==> src/rtl/rsa_pkg.sv <==
// Shared types for the RSA exponentiation sequencer: multiplier operand
// selects and sequencer state encoding.
package rsa_pkg;

   localparam int unsigned SEQ_STATE_W = 3;
   localparam int unsigned OPERAND_W   = 3;

   typedef enum logic [OPERAND_W-1:0] {
      OP_M    = 3'd0,
      OP_R2   = 3'd1,
      OP_ONE  = 3'd2,
      OP_MBAR = 3'd3,
      OP_XBAR = 3'd4
   } operand_e;

   typedef enum logic [SEQ_STATE_W-1:0] {
      S_IDLE   = 3'd0,
      S_PRE_M  = 3'd1,
      S_PRE_X  = 3'd2,
      S_SQUARE = 3'd3,
      S_MULT   = 3'd4,
      S_POST   = 3'd5,
      S_DONE   = 3'd6
   } seq_state_e;

endpackage

==> src/rtl/rsa_exp_sequencer.sv <==
// Left-to-right square-and-multiply sequencer driving a shared Montgomery
// multiplier; always walks every exponent bit so run time depends only on popcount.
module rsa_exp_sequencer
   import rsa_pkg::*;
#(
   parameter int unsigned WIDTH = 8
) (
   input  logic             clk,
   input  logic             rstb,
   input  logic             ena,
   input  logic             start,
   input  logic             stop,
   input  logic [WIDTH-1:0] exp_i,
   input  logic             mmm_done,
   output logic             mmm_start,
   output logic             mmm_clr,
   output logic [2:0]       op_a_sel,
   output logic [2:0]       op_b_sel,
   output logic             ld_mbar,
   output logic             ld_xbar,
   output logic             ld_result,
   output logic             busy,
   output logic             eoc
);

   localparam int unsigned IDX_W = (WIDTH > 1) ? $clog2(WIDTH) : 1;

   seq_state_e       r_state, w_state_nxt;
   logic [WIDTH-1:0] r_exp_q, w_exp_nxt;
   logic [IDX_W-1:0] r_bit_idx, w_bit_idx_nxt;
   logic             r_issued, w_issued_nxt;

   operand_e         w_op_a, w_op_b;
   logic             w_mmm_start, w_mmm_clr, w_ld_mbar, w_ld_xbar, w_ld_result, w_eoc;

   // State register; ena=0 freezes everything
   always_ff @(posedge clk) begin
      if (!rstb) begin
         r_state   <= S_IDLE;
         r_exp_q   <= '0;
         r_bit_idx <= IDX_W'(WIDTH - 1);
         r_issued  <= 1'b0;
      end else if (ena) begin
         r_state   <= w_state_nxt;
         r_exp_q   <= w_exp_nxt;
         r_bit_idx <= w_bit_idx_nxt;
         r_issued  <= w_issued_nxt;
      end
   end

   // Next-state and multiplier control
   always_comb begin
      w_state_nxt   = r_state;
      w_exp_nxt     = r_exp_q;
      w_bit_idx_nxt = r_bit_idx;
      w_issued_nxt  = r_issued;
      w_op_a        = OP_M;
      w_op_b        = OP_M;
      w_mmm_start   = 1'b0;
      w_mmm_clr     = 1'b0;
      w_ld_mbar     = 1'b0;
      w_ld_xbar     = 1'b0;
      w_ld_result   = 1'b0;
      w_eoc         = 1'b0;

      case (r_state)
         S_PRE_M:  begin w_op_a = OP_M;    w_op_b = OP_R2;   end
         S_PRE_X:  begin w_op_a = OP_ONE;  w_op_b = OP_R2;   end
         S_SQUARE: begin w_op_a = OP_XBAR; w_op_b = OP_XBAR; end
         S_MULT:   begin w_op_a = OP_MBAR; w_op_b = OP_XBAR; end
         S_POST:   begin w_op_a = OP_XBAR; w_op_b = OP_ONE;  end
         default:  ;
      endcase

      if (r_state == S_IDLE) begin
         if (start && !stop) begin
            w_state_nxt   = S_PRE_M;
            w_exp_nxt     = exp_i;
            w_bit_idx_nxt = IDX_W'(WIDTH - 1);
            w_issued_nxt  = 1'b0;
         end
      end else if (stop) begin
         // Abort wins over a coincident mmm_done
         w_state_nxt  = S_IDLE;
         w_mmm_clr    = 1'b1;
         w_issued_nxt = 1'b0;
      end else if (r_state == S_DONE) begin
         w_eoc       = 1'b1;
         w_state_nxt = S_IDLE;
      end else if (!r_issued) begin
         w_mmm_start  = 1'b1;
         w_issued_nxt = 1'b1;
      end else if (mmm_done) begin
         w_issued_nxt = 1'b0;
         case (r_state)
            S_PRE_M: begin
               w_ld_mbar   = 1'b1;
               w_state_nxt = S_PRE_X;
            end
            S_PRE_X: begin
               w_ld_xbar   = 1'b1;
               w_state_nxt = S_SQUARE;
            end
            S_SQUARE: begin
               w_ld_xbar = 1'b1;
               if (r_exp_q[r_bit_idx]) begin
                  w_state_nxt = S_MULT;
               end else if (r_bit_idx == '0) begin
                  w_state_nxt = S_POST;
               end else begin
                  w_bit_idx_nxt = r_bit_idx - IDX_W'(1);
                  w_state_nxt   = S_SQUARE;
               end
            end
            S_MULT: begin
               w_ld_xbar = 1'b1;
               if (r_bit_idx == '0) begin
                  w_state_nxt = S_POST;
               end else begin
                  w_bit_idx_nxt = r_bit_idx - IDX_W'(1);
                  w_state_nxt   = S_SQUARE;
               end
            end
            S_POST: begin
               w_ld_result = 1'b1;
               w_state_nxt = S_DONE;
            end
            default: w_state_nxt = S_IDLE;
         endcase
      end
   end

   // Pulses are suppressed while the shared enable is low
   assign mmm_start = ena & w_mmm_start;
   assign mmm_clr   = ena & w_mmm_clr;
   assign ld_mbar   = ena & w_ld_mbar;
   assign ld_xbar   = ena & w_ld_xbar;
   assign ld_result = ena & w_ld_result;
   assign eoc       = ena & w_eoc;
   assign busy      = (r_state != S_IDLE);
   assign op_a_sel  = w_op_a;
   assign op_b_sel  = w_op_b;

endmodule

==> config.mk <==
export PLATFORM = sky130hd
export DESIGN_NAME = rsa_exp_sequencer
export DESIGN_NICKNAME = d
export VERILOG_FILES = /design/src/rtl/rsa_pkg.sv /design/src/rtl/rsa_exp_sequencer.sv
export SDC_FILE = /design/constraint.sdc
export NUM_CORES = 1
export LEC_CHECK = 0
export ABC_AREA = 1
export BUFFER_PORTS_ARGS = -buffer_cell sky130_fd_sc_hd__buf_2
export CAP_MARGIN = 20
export CORE_AREA = 3 3 58 60
export DETAILED_ROUTE_END_ITERATION = 10
export DIE_AREA = 0 0 61 63
export HOLD_SLACK_MARGIN = 0.1
export SYNTH_ARGS = -nofsm -noshare
export SYNTH_HDL_FRONTEND = slang
export SYNTH_SLANG_ARGS = --single-unit
==> constraint.sdc <==
create_clock -name clk -period 4.2 [get_ports clk]
set_input_delay 0.84 -clock clk [delete_from_list [all_inputs] [get_ports clk]]
set_output_delay 0.84 -clock clk [all_outputs]
set_load 0.02 [all_outputs]
== Yosys cells after proc, flatten, opt, wreduce, memory -nomap -nowiden ==
Index checks and enable logic that the tools add are counted.
Word-level totals
  bits in registers: 15
  bits of input ports: 14
  output and inout port bits: 13
  word-level logic and storage cells: 96
Operators by class
  $add $sub $neg: 1
  magnitude comparators: 1
  equality and inequality tests: 11
  multiplexer cells: 55
  bitwise gates (word level): 6
  reductions and logical operators: 18
Operators by type and width (number)
  two-way mux 3 bit: 16
  two-way mux 1 bit: 34
  case mux 3 bit (3 select lines): 2
  case mux 3 bit (5 select lines): 1
  equality test 3 bit (second input constant): 3
  AND reduction 8 bit: 1
  nonzero test 4 bit: 2
  AND 1 bit: 6
  equality test 3 x 2 -> 1 bit (second input constant): 2
  zero test 3 bit: 2
  inequality test 3 bit (second input constant): 2
  case mux 3 bit (2 select lines): 1
  AND reduction 3 bit: 2
  nonzero test 3 bit: 2
  OR reduction 2 bit: 3
  < comparator 3 x 4 -> 1 bit (second input constant): 1
  inequality test 2 x 1 -> 1 bit (second input constant): 2
  AND reduction 4 bit: 1
  nonzero test 2 bit: 2
  binary-select mux 1 bit (select 3 bit): 1
  equality test 3 x 1 -> 1 bit (second input constant): 1
  OR reduction 3 bit: 1
  subtractor 3 x 1 -> 3 bit (second input constant): 1
  inequality test 2 bit (second input constant): 1
  2 further kinds: 2

== Longest topological paths before layout ==
  word-level depth: 9
  depth in mapped cells: 10
  mapped depth without buffers: 10

== Least setup slack after synthesis ==
Ideal clock, no wire load.
  path type: input to output
  start point: input ena
  end point: output mmm_start
  arrival: 1.681 ns
  required time: 3.360 ns
  setup slack: 1.679 ns
  cell stages on the path: 2
  path buffers: 0
  path through: inv_1 -> nor4_1
On the way
  cells in the longest elaborated chain, start to end: 1
RTL lines
  start, declared: RTL line rsa_exp_sequencer.sv:10  | input logic ena,
  AND 1 bit: RTL line rsa_exp_sequencer.sv:134  | assign mmm_start = ena & w_mmm_start;
  end, declared: RTL line rsa_exp_sequencer.sv:15  | output logic mmm_start,
No other way between the ends.

== Worst setup path after layout ==
  start point: input stop
  end point: output ld_xbar
On the way
  cells in the longest elaborated chain, start to end: 3
RTL lines
  start, declared: RTL line rsa_exp_sequencer.sv:12  | input logic stop,
  two-way mux 1 bit: RTL line rsa_exp_sequencer.sv:82  | end else if (stop) begin
  two-way mux 1 bit: RTL line rsa_exp_sequencer.sv:75  | if (r_state == S_IDLE) begin
  AND 1 bit: RTL line rsa_exp_sequencer.sv:137  | assign ld_xbar = ena & w_ld_xbar;
  end, declared: RTL line rsa_exp_sequencer.sv:20  | output logic ld_xbar,
No other way between the ends.

==> run summary <==
• 26 — count of unique library cells instantiated by Yosys
• input pin to output port — Crit Path Category
• met4 — highest signal layer in the routed design
• 3360 ps — required time of the critical path
• 0 — total DRC errors in the routed layout
• 3840 sq um — Die ar.
• 0 — sum of overflow across all layers after global routing
• 0.891 — final RePlAce weighted congestion
• 63 um — Die Height
• 0 ps — accumulated negative setup slack
• 61 um — chip width
• 10.3 um — DR WL/cell
• 1,054 — via count of the routed design
• stop — worst setup path start
• 970 um — metal2 WL
• r_bit_idx[0] — startpoint of the worst register-to-register path
• 0 — remaining number of nets flagged by the antenna check after routing
• input pin — launching element type of the critical path
• 180 ps — critical path's largest stage delay
• 17 — largest net degree at the start of global routing
• 0.212 — share of post-route cells with drive strength above 1
• 0 — number of max-capacitance violations reported
• 6.29 sq um — Post-Syn Area per Cell
• 16.8% — synthesis-to-layout area growth
• 1730 ps — data arrival time of the critical path
• 1020 sq um — total standard cell area after synthesis
• 2 — Max clock buf depth
• 1.84 mm — detailed-placement wirelength estimate
• 1.15 mm — met1 routed wirelength after detailed routing
• 27 — Top Ports
• 4 — number of detailed-route iterations in the first pass
• 0.000623 uW — total leakage power
• 6 — critical path fanouts, max
• 46 — Detailed Route Iter0 Violations
• 0 — Synthesis Warnings
• buf_2 > inv_1 > nand2_1 > nor2_1 > nand2_1 > a31oi_1 > buf_2 — critical path cell sequence
• 162 — post-synthesis cell count
• 1630 ps — final setup margin
• 10 — worst-case reg-to-reg path depth
• 956 — vias in the first global route
• 290 ps — Skew-Pair Late Insertion Delay
• 0 — antenna violations before repair
• 389 MHz — maximum clock frequency
• 0.131 — GRT Resource Usage Total
• 834 ps — transition time of the tightest slew-check pin
• 0 — hold-fix buffers at CTS
• r_issued — endpoint of the worst hold path
• 2.28 mm — Routed Wire Length
• r_bit_idx[1] — RR Endpoint
• 0 — Post-CTS Setup Inserts
• 0.613 — period utilisation layout
• 10.6 ps — Final Skew
• 0.400 — final core utilization
• yes — TritonCTS clock tree
• 255 nW/um^2 — P per Cell Area
• 2430 ps — register-to-register setup slack
• 2570 ps — Period minus WS final
• sky130_fd_sc_hd__buf_2 — standard cell with the maximum stage delay on the critical path
• 328 — number of fillers in the final layout
• flip-flop to flip-flop — worst hold path type
• r_issued — origin of the worst min-delay path
• 206 — net count of the finished layout
• 3.96 mm — first-pass GRT wire length
• 1630 ps — Setup Slack @ Placement
• 0.440 — worst rel slew slack
• 26 — number of buffer cells added on primary ports
• 4.75 — number of vias per cell after detailed routing
• 3 — number of buffers created by CTS
• 2 — count of cells along the worst hold path
• 0 — setup violators final
• 0 — PostCTS Resize Cnt
• 0 — number of failing hold endpoints at the final stage
• output port — nature of the critical path endpoint
• 0 — Inserted Diodes
• 157 uV — VDD IR max
• 20 — Site Rows
• 128 um — WL met3
• 2980 sq um — Floorplan Core Area
• 0 — final-report max-slew violation count
• sky130_fd_sc_hd__clkbuf_4 — cell chosen for the clock root
• 100 ps — Clk pin slew, worst setup/hold paths
• 304 uW — total power draw
• 0.294 — fraction of the yosys area taken by sequential cells
• 0.342 — effective utilization at floorplan
• 15 — number of sinks driven by the clock tree
• no — setup repair after global routing missed its margin
• 1 — CTS H-tree lvls
• 15 — post-synthesis register bit count
• 178 — Synthesized Nets
• finished clean — status
## cells by family (layout without fill, tap and decap cells)
| group | count (synthesis) | count (layout) | share of synthesized area |
|---|---|---|---|
| fa+ha+maj | 2 | 2 | 0.0245 |
| simple gates | 96 | 96 | 0.443 |
| xor+xnor | 1 | 1 | 0.00859 |
| compound gates | 19 | 19 | 0.108 |
| buf+inv | 29 | 56 | 0.121 |
| flops | 15 | 15 | 0.294 |
## how the worst max path moves through the flow
stage / slack (ps) / depth (start not counted) / to
final: 1630 / 7 / ld_xbar
after global routing: 1470 / 7 / ld_xbar
after detailed placement: 1630 / 7 / ld_xbar
after CTS: 1620 / 7 / ld_xbar
after floorplan: 1680 / 2 / mmm_start
after global placement: 1640 / 7 / ld_xbar
## placed cells by master (no fill, tap or decap), types with 2 or more instances in the layout
master / instances
sky130_fd_sc_hd__inv_1: 24
sky130_fd_sc_hd__ha_1: 2
sky130_fd_sc_hd__clkbuf_4: 3
sky130_fd_sc_hd__inv_2: 2
sky130_fd_sc_hd__a21oi_2: 2
sky130_fd_sc_hd__dfxtp_1: 15
sky130_fd_sc_hd__nor2_1: 27
sky130_fd_sc_hd__o21ai_0: 2
sky130_fd_sc_hd__nand3_1: 20
sky130_fd_sc_hd__a21oi_1: 12
sky130_fd_sc_hd__nand2_1: 37
sky130_fd_sc_hd__buf_2: 26
sky130_fd_sc_hd__nor3_1: 3
## sequential cells by signal, summed over array words and instances (netlist names)
signal	cells
r_issued	1
r_exp_q	8
r_bit_idx	3
r_state	3
## worst max-delay path, delay by kind of cell
kind,cells,cell delay [ps]
and+or+nand+nor,3,300
buffers and inverters,3,450
AOI/OAI and AO/OA,1,140
## per-stage QoR
step	cell area [sq um]	hold slack, ps	instances
CTS	1190	505	222
finish	1190	502	222
floorplan	1020	454	162
global route	1190	537	222
global placement	1160	485	218
detailed placement	1160	491	218
## synthesized netlist by cell type
cell type / instances / area [sq um]
sky130_fd_sc_hd__o211ai_1: 1 / 7.51
sky130_fd_sc_hd__a31oi_1: 1 / 6.26
sky130_fd_sc_hd__nand2_1: 37 / 139
sky130_fd_sc_hd__nor2_1: 27 / 101
sky130_fd_sc_hd__inv_2: 2 / 7.51
sky130_fd_sc_hd__ha_1: 2 / 25.0
sky130_fd_sc_hd__buf_6: 2 / 22.5
sky130_fd_sc_hd__nor3_1: 3 / 15.0
sky130_fd_sc_hd__dfxtp_1: 15 / 300
sky130_fd_sc_hd__nand3_1: 20 / 100
sky130_fd_sc_hd__a21oi_2: 2 / 17.5
sky130_fd_sc_hd__nand3_2: 1 / 10.0
sky130_fd_sc_hd__xnor2_1: 1 / 8.76
sky130_fd_sc_hd__o21ai_0: 2 / 10.0
sky130_fd_sc_hd__o21ai_2: 1 / 8.76
sky130_fd_sc_hd__nand4_1: 1 / 6.26
sky130_fd_sc_hd__nor4_1: 1 / 6.26
sky130_fd_sc_hd__nand3b_1: 1 / 7.51
sky130_fd_sc_hd__nor3_4: 1 / 16.3
sky130_fd_sc_hd__a21oi_1: 12 / 60.1
sky130_fd_sc_hd__nand2_4: 1 / 11.3
sky130_fd_sc_hd__nand2_2: 1 / 6.26
sky130_fd_sc_hd__inv_1: 24 / 90.1
sky130_fd_sc_hd__nor4_4: 1 / 21.3
sky130_fd_sc_hd__nor2_4: 1 / 11.3
sky130_fd_sc_hd__clkbuf_1: 1 / 3.75
## power by group
| part | leakage, uW | total (uW) | switching, uW | internal, uW |
|---|---|---|---|---|
| Clock | 0.0000150 | 84.3 | 47.4 | 36.9 |
| Sequential | 0.000122 | 153 | 5.34 | 148 |
| Combinational | 0.000486 | 66.5 | 42.5 | 24.0 |
## layer usage
metal	vias up	global-route usage
met1	451	0.174
met5	-	0
met4	0	0.0407
li1	569	-
met2	29	0.209
met3	5	0.0248
## final cells by class
type,count,area (sq um),share of cell area
multi-input combinational,118,596,0.500
sequential,15,300,0.252
tap,33,41.3,0.0347
clock buffer,4,26.3,0.0221
timing repair buffer,26,130,0.109
inverter,26,97.6,0.0819
Power figures use the tool's default switching activity.
